**config.mk**
```make
export PLATFORM = sky130hd
export DESIGN_NAME = hcms_frame_sequencer_flat
export DESIGN_NICKNAME = d
export VERILOG_FILES = /design/src/rtl/hcms_pkg.sv /design/src/rtl/hcms_frame_sequencer_if.sv /design/src/rtl/hcms_byte_handshake.sv /design/src/rtl/hcms_frame_sequencer.sv /design/src/flat_wrapper.sv
export SDC_FILE = /design/constraint.sdc
export NUM_CORES = 1
export LEC_CHECK = 0
export CAP_MARGIN = 0
export CORE_ASPECT_RATIO = 0.8
export CORE_MARGIN = 2
export CORE_UTILIZATION = 49
export CTS_CLUSTER_DIAMETER = 50
export DETAILED_ROUTE_END_ITERATION = 12
export PLACE_DENSITY = 0.9
export SLEW_MARGIN = 20
export SYNTH_ARGS = -nofsm -noshare
export SYNTH_HDL_FRONTEND = slang
export SYNTH_SLANG_ARGS = --single-unit
```
**constraint.sdc**
```tcl
create_clock -name i_CLK -period 2 [get_ports i_CLK]
set_input_delay 0.4 -clock i_CLK [delete_from_list [all_inputs] [get_ports i_CLK]]
set_output_delay 0.4 -clock i_CLK [all_outputs]
set_load 0.01 [all_outputs]
```
**src/rtl/hcms_pkg.sv**
```systemverilog
// Shared types and constants for the HCMS-29xx frame sequencer and its byte handshake.
package hcms_pkg;

  typedef enum logic [2:0] {
    ST_RST_HOLD,
    ST_CW0,
    ST_CW1,
    ST_IDLE,
    ST_FETCH,
    ST_XFER,
    ST_WAIT_LOW
  } state_t;

  // Tells WAIT_LOW where to return once the current byte has been handed off.
  typedef enum logic [1:0] {
    PH_CFG0,
    PH_CFG1,
    PH_DOT
  } phase_t;

  typedef enum logic [1:0] {
    HS_IDLE,
    HS_LOAD,
    HS_WAIT_LOW
  } hs_state_t;

  typedef struct packed {
    state_t    state;
    phase_t    phase;
    hs_state_t hs_state;
  } dbg_t;

  localparam logic HCMS_DATA_REGISTER    = 1'b0;
  localparam logic HCMS_COMMAND_REGISTER = 1'b1;

  localparam logic [7:0] DEF_CTRL_WORD0 = 8'h7F;
  localparam logic [7:0] DEF_CTRL_WORD1 = 8'h81;

endpackage

```
**src/rtl/hcms_frame_sequencer_if.sv**
```systemverilog
// Byte bus between the frame sequencer (master) and the byte serializer (slave).
interface hcms_frame_sequencer_if;
  // Handshake: master raises o_byte_load with o_byte/o_byte_cmd/o_latch_en stable; the slave
  // raises i_byte_ready when done; master then drops load and waits for ready to fall before
  // the next load. Data fields stay frozen from load rise until ready falls.
  logic [7:0] o_byte;
  logic       o_byte_cmd;
  logic       o_byte_load;
  logic       i_byte_ready;
  logic       o_latch_en;
  logic       o_hcms_reset;

  modport master (
    output o_byte, o_byte_cmd, o_byte_load, o_latch_en, o_hcms_reset,
    input  i_byte_ready
  );

  modport slave (
    input  o_byte, o_byte_cmd, o_byte_load, o_latch_en, o_hcms_reset,
    output i_byte_ready
  );
endinterface

```
**src/rtl/hcms_byte_handshake.sv**
```systemverilog
// Load/ready protocol engine: one byte per start pulse, done once ready has fallen again.
module hcms_byte_handshake
  import hcms_pkg::*;
(
  input  logic      clk,
  input  logic      rst,
  input  logic      start,
  input  logic      byte_ready,
  output logic      byte_load,
  output logic      acked,
  output logic      done,
  output hs_state_t hs_state
);

  always_ff @(posedge clk) begin
    if (rst) begin
      hs_state  <= HS_IDLE;
      byte_load <= 1'b0;
      acked     <= 1'b0;
      done      <= 1'b0;
    end else begin
      acked <= 1'b0;
      done  <= 1'b0;
      case (hs_state)
        HS_IDLE: begin
          if (start) begin
            byte_load <= 1'b1;
            hs_state  <= HS_LOAD;
          end
        end
        // load is already visible for this whole cycle, so a ready that was high on entry counts
        HS_LOAD: begin
          if (byte_ready) begin
            byte_load <= 1'b0;
            acked     <= 1'b1;
            hs_state  <= HS_WAIT_LOW;
          end
        end
        HS_WAIT_LOW: begin
          if (!byte_ready) begin
            done     <= 1'b1;
            hs_state <= HS_IDLE;
          end
        end
        default: hs_state <= HS_IDLE;
      endcase
    end
  end

endmodule

```
**src/rtl/hcms_frame_sequencer.sv**
```systemverilog
// HCMS-29xx sequencer: display reset, two control words, then column frames on refresh.
module hcms_frame_sequencer
  import hcms_pkg::*;
#(
  parameter int         NUM_CHARS     = 4,
  parameter int         COLS_PER_CHAR = 5,
  parameter int         RESET_CYCLES  = 16,
  parameter logic [7:0] CTRL_WORD0    = DEF_CTRL_WORD0,
  parameter logic [7:0] CTRL_WORD1    = DEF_CTRL_WORD1,
  parameter int         ADDR_W        = 5
) (
  input  logic                  i_CLK,
  input  logic                  i_reset,
  input  logic                  i_refresh,
  output logic                  o_busy,
  output logic                  o_frame_done,
  output logic [ADDR_W-1:0]     o_col_addr,
  input  logic [7:0]            i_col_data,
  hcms_frame_sequencer_if.master bus,
  output dbg_t                  dbg
);

  localparam int                FRAME_LEN = NUM_CHARS * COLS_PER_CHAR;
  localparam logic [ADDR_W-1:0] LAST_COL  = ADDR_W'(FRAME_LEN - 1);
  localparam int                CNT_W     = $clog2(RESET_CYCLES + 1);

  state_t          state;
  phase_t          phase;
  hs_state_t       hs_state;
  logic            pending;
  logic            fetch_wait;
  logic [CNT_W-1:0] rst_cnt;
  logic            start;
  logic            hs_acked;
  logic            hs_done;
  logic            byte_load;
  logic [7:0]      byte_r;
  logic            cmd_r;
  logic            latch_r;
  logic            hcms_reset_r;

  hcms_byte_handshake u_handshake (
    .clk        (i_CLK),
    .rst        (i_reset),
    .start      (start),
    .byte_ready (bus.i_byte_ready),
    .byte_load  (byte_load),
    .acked      (hs_acked),
    .done       (hs_done),
    .hs_state   (hs_state)
  );

  assign bus.o_byte       = byte_r;
  assign bus.o_byte_cmd   = cmd_r;
  assign bus.o_byte_load  = byte_load;
  assign bus.o_latch_en   = latch_r;
  assign bus.o_hcms_reset = hcms_reset_r;
  assign dbg              = {state, phase, hs_state};

  always_ff @(posedge i_CLK) begin
    if (i_reset) begin
      state        <= ST_RST_HOLD;
      phase        <= PH_CFG0;
      pending      <= 1'b0;
      fetch_wait   <= 1'b0;
      rst_cnt      <= '0;
      start        <= 1'b0;
      byte_r       <= '0;
      cmd_r        <= HCMS_DATA_REGISTER;
      latch_r      <= 1'b1;
      hcms_reset_r <= 1'b1;
      o_busy       <= 1'b1;
      o_frame_done <= 1'b0;
      o_col_addr   <= '0;
    end else begin
      start        <= 1'b0;
      o_frame_done <= 1'b0;
      // Requests arriving while busy coalesce into a single pending frame
      if (i_refresh) pending <= 1'b1;
      case (state)
        ST_RST_HOLD: begin
          if (rst_cnt == CNT_W'(RESET_CYCLES - 1)) begin
            hcms_reset_r <= 1'b0;
            state        <= ST_CW0;
          end else begin
            rst_cnt <= rst_cnt + CNT_W'(1);
          end
        end
        ST_CW0: begin
          byte_r  <= CTRL_WORD0;
          cmd_r   <= HCMS_COMMAND_REGISTER;
          latch_r <= 1'b1;
          phase   <= PH_CFG0;
          start   <= 1'b1;
          state   <= ST_XFER;
        end
        ST_CW1: begin
          byte_r  <= CTRL_WORD1;
          cmd_r   <= HCMS_COMMAND_REGISTER;
          latch_r <= 1'b1;
          phase   <= PH_CFG1;
          start   <= 1'b1;
          state   <= ST_XFER;
        end
        ST_IDLE: begin
          if (pending) begin
            pending    <= 1'b0;
            o_col_addr <= '0;
            o_busy     <= 1'b1;
            phase      <= PH_DOT;
            fetch_wait <= 1'b0;
            state      <= ST_FETCH;
          end
        end
        // First cycle covers the frame-buffer read latency, second captures the column
        ST_FETCH: begin
          if (!fetch_wait) begin
            fetch_wait <= 1'b1;
          end else begin
            fetch_wait <= 1'b0;
            byte_r     <= i_col_data;
            cmd_r      <= HCMS_DATA_REGISTER;
            latch_r    <= (o_col_addr == LAST_COL);
            start      <= 1'b1;
            state      <= ST_XFER;
          end
        end
        ST_XFER: begin
          if (hs_acked) state <= ST_WAIT_LOW;
        end
        ST_WAIT_LOW: begin
          if (hs_done) begin
            case (phase)
              PH_CFG0: state <= ST_CW1;
              PH_CFG1: begin
                o_busy <= 1'b0;
                state  <= ST_IDLE;
              end
              default: begin
                if (o_col_addr == LAST_COL) begin
                  o_frame_done <= 1'b1;
                  o_busy       <= 1'b0;
                  state        <= ST_IDLE;
                end else begin
                  o_col_addr <= o_col_addr + ADDR_W'(1);
                  state      <= ST_FETCH;
                end
              end
            endcase
          end
        end
        default: state <= ST_RST_HOLD;
      endcase
    end
  end

endmodule
```
**src/flat_wrapper.sv**
```systemverilog
// flat-port wrapper written by rule: the top's interface ports become plain ports
module hcms_frame_sequencer_flat import hcms_pkg::*;
#(
  parameter int         NUM_CHARS     = 4,
  parameter int         COLS_PER_CHAR = 5,
  parameter int         RESET_CYCLES  = 16,
  parameter logic [7:0] CTRL_WORD0    = DEF_CTRL_WORD0,
  parameter logic [7:0] CTRL_WORD1    = DEF_CTRL_WORD1,
  parameter int         ADDR_W        = 5
)
  (i_CLK, i_reset, i_refresh, o_busy, o_frame_done, o_col_addr, i_col_data, dbg, bus_o_byte, bus_o_byte_cmd, bus_o_byte_load, bus_o_latch_en, bus_o_hcms_reset, bus_i_byte_ready);
  hcms_frame_sequencer_if bus_i ();
  input  logic i_CLK;
  input  logic i_reset;
  input  logic i_refresh;
  output logic o_busy;
  output logic o_frame_done;
  output logic [ADDR_W-1:0] o_col_addr;
  input  logic [7:0] i_col_data;
  output dbg_t dbg;
  output wire logic [$bits(bus_i.o_byte)-1:0] bus_o_byte;
  output wire logic [$bits(bus_i.o_byte_cmd)-1:0] bus_o_byte_cmd;
  output wire logic [$bits(bus_i.o_byte_load)-1:0] bus_o_byte_load;
  output wire logic [$bits(bus_i.o_latch_en)-1:0] bus_o_latch_en;
  output wire logic [$bits(bus_i.o_hcms_reset)-1:0] bus_o_hcms_reset;
  input wire logic [$bits(bus_i.i_byte_ready)-1:0] bus_i_byte_ready;
  assign bus_o_byte = bus_i.o_byte;
  assign bus_o_byte_cmd = bus_i.o_byte_cmd;
  assign bus_o_byte_load = bus_i.o_byte_load;
  assign bus_o_latch_en = bus_i.o_latch_en;
  assign bus_o_hcms_reset = bus_i.o_hcms_reset;
  assign bus_i.i_byte_ready = bus_i_byte_ready;
  hcms_frame_sequencer #(.NUM_CHARS(NUM_CHARS), .COLS_PER_CHAR(COLS_PER_CHAR), .RESET_CYCLES(RESET_CYCLES), .CTRL_WORD0(CTRL_WORD0), .CTRL_WORD1(CTRL_WORD1), .ADDR_W(ADDR_W)) u_core (.i_CLK(i_CLK), .i_reset(i_reset), .i_refresh(i_refresh), .o_busy(o_busy), .o_frame_done(o_frame_done), .o_col_addr(o_col_addr), .i_col_data(i_col_data), .bus(bus_i), .dbg(dbg));
endmodule
```
==> results of run 1 <==
-- registers in the layout, summed over array words and instances (netlist names) --
register and cells:
u_core.bus.o_byte 8, u_core.o_col_addr 5, u_core.rst_cnt 5, u_core.state 3, u_core.phase 2, u_core.u_handshake.hs_state 2
u_core.bus.o_byte_cmd 1, u_core.bus.o_hcms_reset 1, u_core.bus.o_latch_en 1, u_core.fetch_wait 1, u_core.o_busy 1, u_core.o_frame_done 1
u_core.pending 1, u_core.start 1, u_core.u_handshake.acked 1, u_core.u_handshake.byte_load 1, u_core.u_handshake.done 1
-- per-stage QoR --
| stage | setup slack (ps) | utilization | power, mW | hold slack (ps) | instance area (um^2) |
|---|---|---|---|---|---|
| 3_5_place_dp | 254 | 0.628 | 0.801 | 444 | 2120 |
| 3_3_place_gp | 309 | 0.628 | 0.799 | 441 | 2120 |
| 6_report | 188 | 0.662 | 1.42 | 461 | 2230 |
| 2_1_floorplan | 366 | - | 0.769 | 459 | 1710 |
| 4_1_cts | 28.7 | 0.661 | 1.43 | 467 | 2230 |
| 5_1_grt | 73.9 | 0.662 | 1.47 | 503 | 2230 |
-- cell families (layout without fill, tap and decap cells) --
logic type,after synthesis,count (layout),share of synthesized area
simple gates,74,74,0.258
compound gates,52,52,0.201
flops,36,36,0.423
buf+inv,18,59,0.0528
xor+xnor,5,5,0.0257
fa+ha+maj,3,3,0.0220
mux,3,3,0.0183
-- final cells by class --
cell class,instances,area [um^2]
clock buffer,5,68.8
sequential,36,722
timing repair buffer,45,430
clock inverter,3,42.5
fill,282,1140
multi-input combinational,137,895
tap,42,52.6
inverter,6,22.5
-- timing repair --
action,CTS,global route
resized for setup,0,1
setup buffers,0,0
setup endpoints to repair,0,1
-- cells in the mapped netlist (2+ instances only) --
cell type	count	area (um^2)
dfxtp_1	36	721
nor2_1	23	86.3
a21oi_1	22	110
nor3_1	14	70.1
o21ai_0	9	45.0
nand2_1	7	26.3
clkbuf_1	6	22.5
inv_1	6	22.5
a21o_1	4	30.0
buf_2	3	15.0
ha_1	3	37.5
nand3b_1	3	22.5
nand4_1	3	18.8
nor2b_1	3	18.8
o21bai_1	3	22.5
or3_1	3	18.8
xnor2_1	3	26.3
a211o_1	2	17.5
a211oi_1	2	15.0
a221oi_1	2	17.5
and3_1	2	12.5
buf_6	2	22.5
mux2i_1	2	20.0
nand2b_1	2	12.5
nand3_1	2	10.0
nor4b_1	2	17.5
o22ai_1	2	12.5
xor2_1	2	17.5
-- worst register-to-register path, stage by stage, from the launching register on --
cell,delay (ps)
dfxtp_1,510
buf_4,230
nand2b_1,200
nor2_1,430
a21oi_1,150
nor3_1,170
-- where the power goes --
group,internal (mW),switching [mW]
Combinational,0.0300,0.0241
Clock,0.369,0.271
Sequential,0.723,0.00716
-- final timing paths --
check	to	slack (ps)	startpoint
setup / recovery	dbg[6]	190	u_core.state[2]
hold / removal	u_core.bus.o_hcms_reset	460	u_core.bus.o_hcms_reset
setup reg to reg	u_core.bus.o_byte[6]	220	u_core.state[2]
hold reg to reg	u_core.bus.o_hcms_reset	460	u_core.bus.o_hcms_reset
-- layer usage --
layer / track usage / routed length, um / vias to the layer above
met5: 0 / 0 / -
met4: 0.0824 / 63 / 0
met3: 0.0592 / 228 / 6
met2: 0.325 / 1850 / 54
met1: 0.262 / 1740 / 739
li1: - / - / 763
-- cell usage in the layout (no fill, tap or decap), types with 2 or more instances in the layout --
cell	Yosys	final
nand2b_1	2	2
nand2_1	7	7
nand4_1	3	3
nand3_1	2	2
a21oi_1	22	22
and3_1	2	2
xor2_1	2	2
o22ai_1	2	2
buf_4	1	8
nor2b_1	3	3
nor3_1	14	14
o21ai_0	9	9
nor4b_1	2	2
mux2i_1	2	2
or3_1	3	3
xnor2_1	3	3
o21bai_1	3	3
a211oi_1	2	2
nand3b_1	3	3
a221oi_1	2	2
nor2_1	23	23
a211o_1	2	2
clkbuf_8	0	5
dfxtp_1	36	35
inv_1	6	6
a21o_1	4	4
clkdlybuf4s50_1	0	37
ha_1	3	3
==> flow_summary_export.csv, run 1 <==
group,metric,value,unit
status,status,"finished clean",
timing,worst_pin_slew,467,ps
detailed_routing,drcViolationCount,0,
layout,layout-drive-gt1-share,0.125,
critical_path,cpLargestDelayFamily,"buffers and inverters",
hold_path,holdPathStages,1,
floorplanning,die-area,0.00397,mm^2
layout,nNetsFinal,246,
timing,fin_setup_tns,0,ps
layout,area_growth,31.0,%
detailed_routing,first_iter_violations,178,
synthesis,netlist_instances,191,
power_and_ir_drop,ir_drop,570,uV
clock_network,cts_buffers,5,
detailed_routing,num_vias,1562,
synthesis,synthArstFlopShare,0,
clock_network,clk_latency,290,ps
critical_path,arrival,1410,ps
hold_path,holdCritPathClass,"flop to flop",
floorplanning,start_util,0.505,
critical_path,cp.required,1600,ps
synthesis,synth_fp_nets,206,
floorplanning,fp.dieW,70.0,um
clock_network,cts_buffer_depth,2,
synthesis,yosysWarningCount,0,
synthesis,ys_seq_elements,36,
floorplanning,io_pins,38,
timing,drv_slew,0,
clock_network,hold_buffers,0,
power_and_ir_drop,power_leakage,0.802,nW
synthesis,seq_area_frac_synth,0.423,
synthesis,syn_area,0.00171,mm^2
placed_design,dp_hpwl,2.78,mm
clock_network,tritoncts,"yes",
grt,grt_max_degree,26,
placed_design,place_congestion,0.858,
critical_path,critical-path-max-stage-delay,600,ps
timing,fmax,552,MHz
detailed_routing,drtPass1Iterations,4,
timing,fin_crit,1810,ps
run,max-cap-violations,0,
critical_path,crit_fanout,9,
power_and_ir_drop,power_density,638,mW/mm^2
critical_path,crit_path_start_kind,"flop",
synthesis,synth_edf_count,0,
timing,hold_viol,0,
detailed_routing,wl_per_cell,14.2,um
detailed_routing,final_antenna_net_count,0,
clock_network,cts_sinks,36,
critical_path,worstSetupPathType,"flop to output pin",
timing,fin_crit_sh,0.906,
timing,slew_headroom,0.687,
placed_design,dpl.cell_count,266,
grt,grt_pass1_vias,1370,
floorplanning,row_count,19,
floorplanning,die_h,56.8,um
critical_path,crit_chain,"clkdlybuf4s50_1",
synthesis,synth-main-ff-cell,"dfxtp_1",
synthesis,synth_cell_types,46,
clock_network,htreeDepth,2,
detailed_routing,drt_wl_total,3.88,mm
critical_path,worst-r2r-cell-count,5,
critical_path,endpoint_kind,"output pin",
placed_design,port_buffers,37,
grt,grt_pass1_wl,6.38,mm
detailed_routing,viasPerCell,5.70,
clock_network,path_clk_slew,70,ps
layout,num_antenna_cells,0,
synthesis,syn_avg_cell_area,8.93,um^2
timing,finalClockSkew,7.64,ps
grt,gr-usage-all-layers,0.205,
critical_path,cp_num_buf_inv,1,
critical_path,slowest_stage,"clkdlybuf4s50_1",
critical_path,cp.depth,1,
timing,setup_violations,0,
floorplanning,core_area,0.00338,mm^2
timing,rsz0062_at_grt,"no",
grt,grt_overflow,0,
layout,layout.cells.non_filler,274,
clock_network,cts_root_buf,"clkbuf_8",
grt,antenna_found_initial,0,
Note: power is estimated with default switching activity, not from simulation.
==> inputs of run 2 (changes only) <==
--- a/config.mk
+++ b/config.mk
@@ -8,10 +8,10 @@
 export CAP_MARGIN = 0
 export CORE_ASPECT_RATIO = 0.8
 export CORE_MARGIN = 2
-export CORE_UTILIZATION = 49
+export CORE_UTILIZATION = 40
 export CTS_CLUSTER_DIAMETER = 50
 export DETAILED_ROUTE_END_ITERATION = 12
-export PLACE_DENSITY = 0.9
+export PLACE_DENSITY = 0.78
 export SLEW_MARGIN = 20
 export SYNTH_ARGS = -nofsm -noshare
 export SYNTH_HDL_FRONTEND = slang
==> flow_summary_export.csv, run 2 (synthesis results as in run 1) <==
group,metric,value,unit
floorplanning,start_util,0.411,
clock_network,cts_root_buf,"clkbuf_8",
clock_network,cts.repair.resized,0,
layout,final_common_cell,"clkdlybuf4s50_1",
timing,finalClockSkew,5.45,ps
power_and_ir_drop,power_switching,293,uW
detailed_routing,drt_wl_total,3.65,mm
critical_path,reg2reg_from,"u_core.rst_cnt[0]",
grt,gr-usage-all-layers,0.155,
timing,slew_headroom,0.701,
clock_network,path_clk_slew,70,ps
timing,hold_viol,0,
power_and_ir_drop,pwr-share-comb,0.038,
hold_path,holdCritPathClass,"flop to flop",
placed_design,dp_hpwl,2.60,mm
timing,fin_crit,1920,ps
timing,fmax,521,MHz
run,max-cap-violations,0,
layout,largest_reg_flops,8,
power_and_ir_drop,power_density,654,mW/mm^2
detailed_routing,num_vias,1502,
power_and_ir_drop,power_leakage,0.816,nW
clock_network,postCtsSetupBuffers,0,
clock_network,hold_buffers,0,
layout,final_cell_mix,"37 x clkdlybuf4s50_1, 36 x dfxtp_1, 23 x nor2_1, 22 x a21oi_1, 14 x nor3_1",
clock_network,htreeDepth,2,
detailed_routing,final_antenna_net_count,0,
detailed_routing,first_iter_violations,58,
critical_path,worstSetupPathType,"flop to output pin",
floorplanning,io_pins,38,
floorplanning,row_count,21,
critical_path,cp-startpoint,"u_core.state[0]",
power_and_ir_drop,pwr-share-clk,0.471,
grt,grt_pass1_wl,6.04,mm
critical_path,cpLargestDelayFamily,"buffers and inverters",
power_and_ir_drop,ir_drop,377,uV
layout,area_growth,33.3,%
placed_design,dpl.cell_count,282,
power_and_ir_drop,p_int,1.19,mW
grt,antenna_found_initial,0,
clock_network,tritoncts,"yes",
critical_path,endpoint_kind,"output pin",
status,status,"finished clean",
power_and_ir_drop,pwr-share-seq,0.491,
floorplanning,fp.dieW,77,um
critical_path,cp.required,1600,ps
detailed_routing,drcViolationCount,0,
grt,grt_overflow,0,
critical_path,crit_fanout,13,
hold_path,holdCritStartpoint,"u_core.bus.o_hcms_reset",
detailed_routing,drtPass1Iterations,4,
layout,num_antenna_cells,0,
clock_network,cts_sinks,36,
critical_path,crit_path_start_kind,"flop",
critical_path,critical-path-max-stage-delay,630,ps
timing,fin_crit_sh,0.959,
grt,grt_pass1_vias,1325,
power_and_ir_drop,total_power,1.49,mW
power_and_ir_drop,sw_frac_of_total,0.197,
critical_path,cp_num_buf_inv,1,
critical_path,slowest_stage,"clkdlybuf4s50_1",
placed_design,port_buffers,37,
critical_path,arrival,1520,ps
layout,nNetsFinal,247,
timing,rsz0062_at_grt,"no",
detailed_routing,viasPerCell,5.18,
layout,layout.cells.non_filler,290,
timing,drv_slew,0,
timing,setup_violations,0,
clock_network,cts_buffer_depth,2,
floorplanning,die-area,0.00480,mm^2
placed_design,place_congestion,0.841,
clock_network,cts_buffers,5,
floorplanning,die_h,62.4,um
timing,worst_pin_slew,448,ps
layout,layout-drive-gt1-share,0.124,
grt,grt_max_degree,19,
timing,fin_setup_tns,0,ps
floorplanning,core_area,0.00415,mm^2
critical_path,crit_chain,"clkdlybuf4s50_1",
clock_network,clk_latency,290,ps
detailed_routing,wl_per_cell,12.6,um
-- run 2: cell types whose count changed in the layout (fill, tap and decap cells not counted) --
cell | before | now
buf_4 | 8 | 9
dfxtp_2 | 1 | 0
clkinv_2 | 1 | 0
dfxtp_1 | 35 | 36
clkinvlp_4 | 1 | 0
clkbuf_8 | 5 | 7
-- run 2: layer usage --
metal  track usage  wire length, um
met1         0.212             1840
met2         0.241             1620
met3        0.0390              154
met4        0.0536               42
met5             0                0
-- run 2: cell type report --
type	count	area, um^2
multi-input combinational	137	895
sequential	36	721
tap	57	71.3
fill	409	1880
clock inverter	1	30.0
timing repair buffer	46	438
clock buffer	7	96.3
inverter	6	22.5
-- run 2: worst paths after layout --
kind / to / slack [ps] / depth (start not counted)
max: dbg[4] / 80 / 1
min: u_core.bus.o_hcms_reset / 460 / 1
max reg2reg: u_core.rst_cnt[3] / 280 / 7
min reg2reg: u_core.bus.o_hcms_reset / 460 / 1
-- run 2: stage by stage --
stage	area [um^2]	setup WS, ps	hold slack, ps	utilization
floorplan	1710	366	459	-
global placement	2150	306	438	0.517
detailed placement	2150	267	444	0.517
CTS	2270	68.7	465	0.548
global route	2270	13.3	494	0.548
finish	2270	81.1	458	0.548
-- run 2: power by group through the flow --
stage / clock (mW) / combinational (mW) / sequential, mW
2_1_floorplan: 0 / 0.0232 / 0.745
3_3_place_gp: 0 / 0.0553 / 0.747
3_5_place_dp: 0 / 0.0563 / 0.747
4_1_cts: 0.708 / 0.0565 / 0.731
5_1_grt: 0.742 / 0.0607 / 0.731
6_report: 0.700 / 0.0560 / 0.731
==> inputs of run 3 (changes only) <==
--- a/config.mk
+++ b/config.mk
@@ -12,6 +12,7 @@
 export CTS_CLUSTER_DIAMETER = 50
 export DETAILED_ROUTE_END_ITERATION = 12
 export PLACE_DENSITY = 0.78
+export REMOVE_ABC_BUFFERS = 1
 export SLEW_MARGIN = 20
 export SYNTH_ARGS = -nofsm -noshare
 export SYNTH_HDL_FRONTEND = slang
==> flow_summary_export.csv, run 3 (synthesis results as in run 1) <==
group,metric,value,unit
power_and_ir_drop,pwr-share-clk,0.441,
grt,grt_overflow,0,
power_and_ir_drop,pwr-share-comb,0.038,
hold_path,holdCritStartpoint,"u_core.bus.o_hcms_reset",
detailed_routing,num_vias,1513,
timing,fin_crit,1900,ps
layout,layout.cells.non_filler,290,
placed_design,place_congestion,0.825,
layout,fillCellCount,416,
placed_design,dp_slack,273,ps
layout,multi_input_area,895,um^2
power_and_ir_drop,sw_frac_of_total,0.199,
placed_design,dp_hpwl,2.67,mm
power_and_ir_drop,ir_drop,287,uV
grt,grt_pass1_wl,6.33,mm
critical_path,r2r_end,"u_core.rst_cnt[3]",
clock_network,path_clk_slew,70,ps
detailed_routing,first_iter_violations,96,
critical_path,cp_num_buf_inv,1,
floorplanning,row_count,21,
critical_path,cpLargestDelayFamily,"buffers and inverters",
timing,hold_viol,0,
power_and_ir_drop,pwr-share-seq,0.521,
detailed_routing,final_antenna_net_count,0,
timing,rsz0062_at_grt,"no",
floorplanning,die-area,0.00480,mm^2
timing,worst_pin_slew,443,ps
timing,fin_crit_sh,0.952,
layout,layout-drive-gt1-share,0.124,
layout,num_antenna_cells,0,
timing,fin_setup_tns,0,ps
hold_path,holdPathStages,1,
power_and_ir_drop,power_density,621,mW/mm^2
hold_path,holdCritPathClass,"flop to flop",
timing,drv_slew,0,
timing,worst_slack,96.9,ps
placed_design,dpl.cell_count,282,
run,max-cap-violations,0,
critical_path,worst-r2r-cell-count,7,
grt,grt_max_degree,20,
layout,largest_reg_flops,8,
layout,final_cell_mix,"37 x clkdlybuf4s50_1, 35 x dfxtp_1, 23 x nor2_1, 22 x a21oi_1, 14 x nor3_1",
detailed_routing,drtPass1Iterations,4,
floorplanning,fp.dieW,77,um
hold_path,whs_endpoint,"u_core.bus.o_hcms_reset",
critical_path,worstSetupPathType,"flop to output pin",
critical_path,endpoint_kind,"output pin",
critical_path,arrival,1500,ps
detailed_routing,wl_per_cell,12.8,um
clock_network,cts_root_buf,"clkbuf_8",
timing,hold_slack,461,ps
grt,grt_pass1_vias,1400,
clock_network,htreeDepth,2,
clock_network,cts_buffer_depth,2,
critical_path,crit_fanout,12,
layout,nNetsFinal,247,
critical_path,reg2reg_from,"u_core.rst_cnt[0]",
grt,gr-usage-all-layers,0.163,
placed_design,port_buffers,37,
critical_path,critical-path-max-stage-delay,620,ps
clock_network,hold_buffers,0,
clock_network,clk_latency,290,ps
critical_path,slowest_stage,"clkdlybuf4s50_1",
floorplanning,start_util,0.411,
critical_path,rrSetupSlack,300,ps
layout,area_growth,32.3,%
power_and_ir_drop,p_int,1.12,mW
critical_path,cp.required,1600,ps
floorplanning,core_area,0.00415,mm^2
clock_network,cts_buffers,5,
detailed_routing,viasPerCell,5.22,
floorplanning,die_h,62.4,um
power_and_ir_drop,power_leakage,0.808,nW
critical_path,crit_path_start_kind,"flop",
detailed_routing,drt_wl_total,3.71,mm
floorplanning,io_pins,38,
critical_path,cp.depth,1,
grt,antenna_found_initial,0,
detailed_routing,drcViolationCount,0,
timing,slew_headroom,0.704,
critical_path,crit_chain,"clkdlybuf4s50_1",
power_and_ir_drop,total_power,1.40,mW
timing,finalClockSkew,4.51,ps
timing,fmax,525,MHz
clock_network,tritoncts,"yes",
status,status,"finished clean",
clock_network,cts_sinks,36,
power_and_ir_drop,power_switching,278,uW
layout,final_common_cell,"clkdlybuf4s50_1",
timing,setup_violations,0,
layout,seq_area,722,um^2
## run 3: per-layer routing
layer	part of all wire	global-route usage
met1	0.49	0.212
met2	0.45	0.255
met3	0.043	0.0434
met4	0.016	0.0759
met5	0	0
## run 3: layout make-up
cell class                 count  area share
clock inverter                 2      0.0155
timing repair buffer          46       0.194
inverter                       6     0.00998
tap                           57      0.0316
clock buffer                   6      0.0322
multi-input combinational    137       0.397
sequential                    36       0.320
## run 3: power by group through the flow
stage	Combinational [mW]	Sequential [mW]	Clock, mW
final	0.0534	0.731	0.617
after global routing	0.0588	0.731	0.673
after CTS	0.0541	0.731	0.635
after detailed placement	0.0540	0.747	0
after global placement	0.0533	0.747	0
after floorplan	0.0159	0.746	0
## run 3: what timing repair did
action / CTS / global route
resized for setup: 0 / 1
setup endpoints to repair: 0 / 1
setup buffers: 0 / 0
## run 3: worst max path at each step
stage                                  from                     to  slack, ps
after global routing        u_core.state[0]                 dbg[4]         20
after floorplan             u_core.state[2]  u_core.bus.o_latch_en        120
after CTS                   u_core.state[1]                 dbg[5]         50
final                       u_core.state[0]                 dbg[4]        100
after global placement        i_col_data[7]   u_core.bus.o_byte[7]        310
after detailed placement  u_core.rst_cnt[0]      u_core.rst_cnt[3]        270
## run 3: stage by stage
step | util | cell area [um^2]
floorplan | - | 1640
global placement | 0.517 | 2150
detailed placement | 0.517 | 2150
CTS | 0.543 | 2250
global route | 0.543 | 2260
finish | 0.543 | 2260
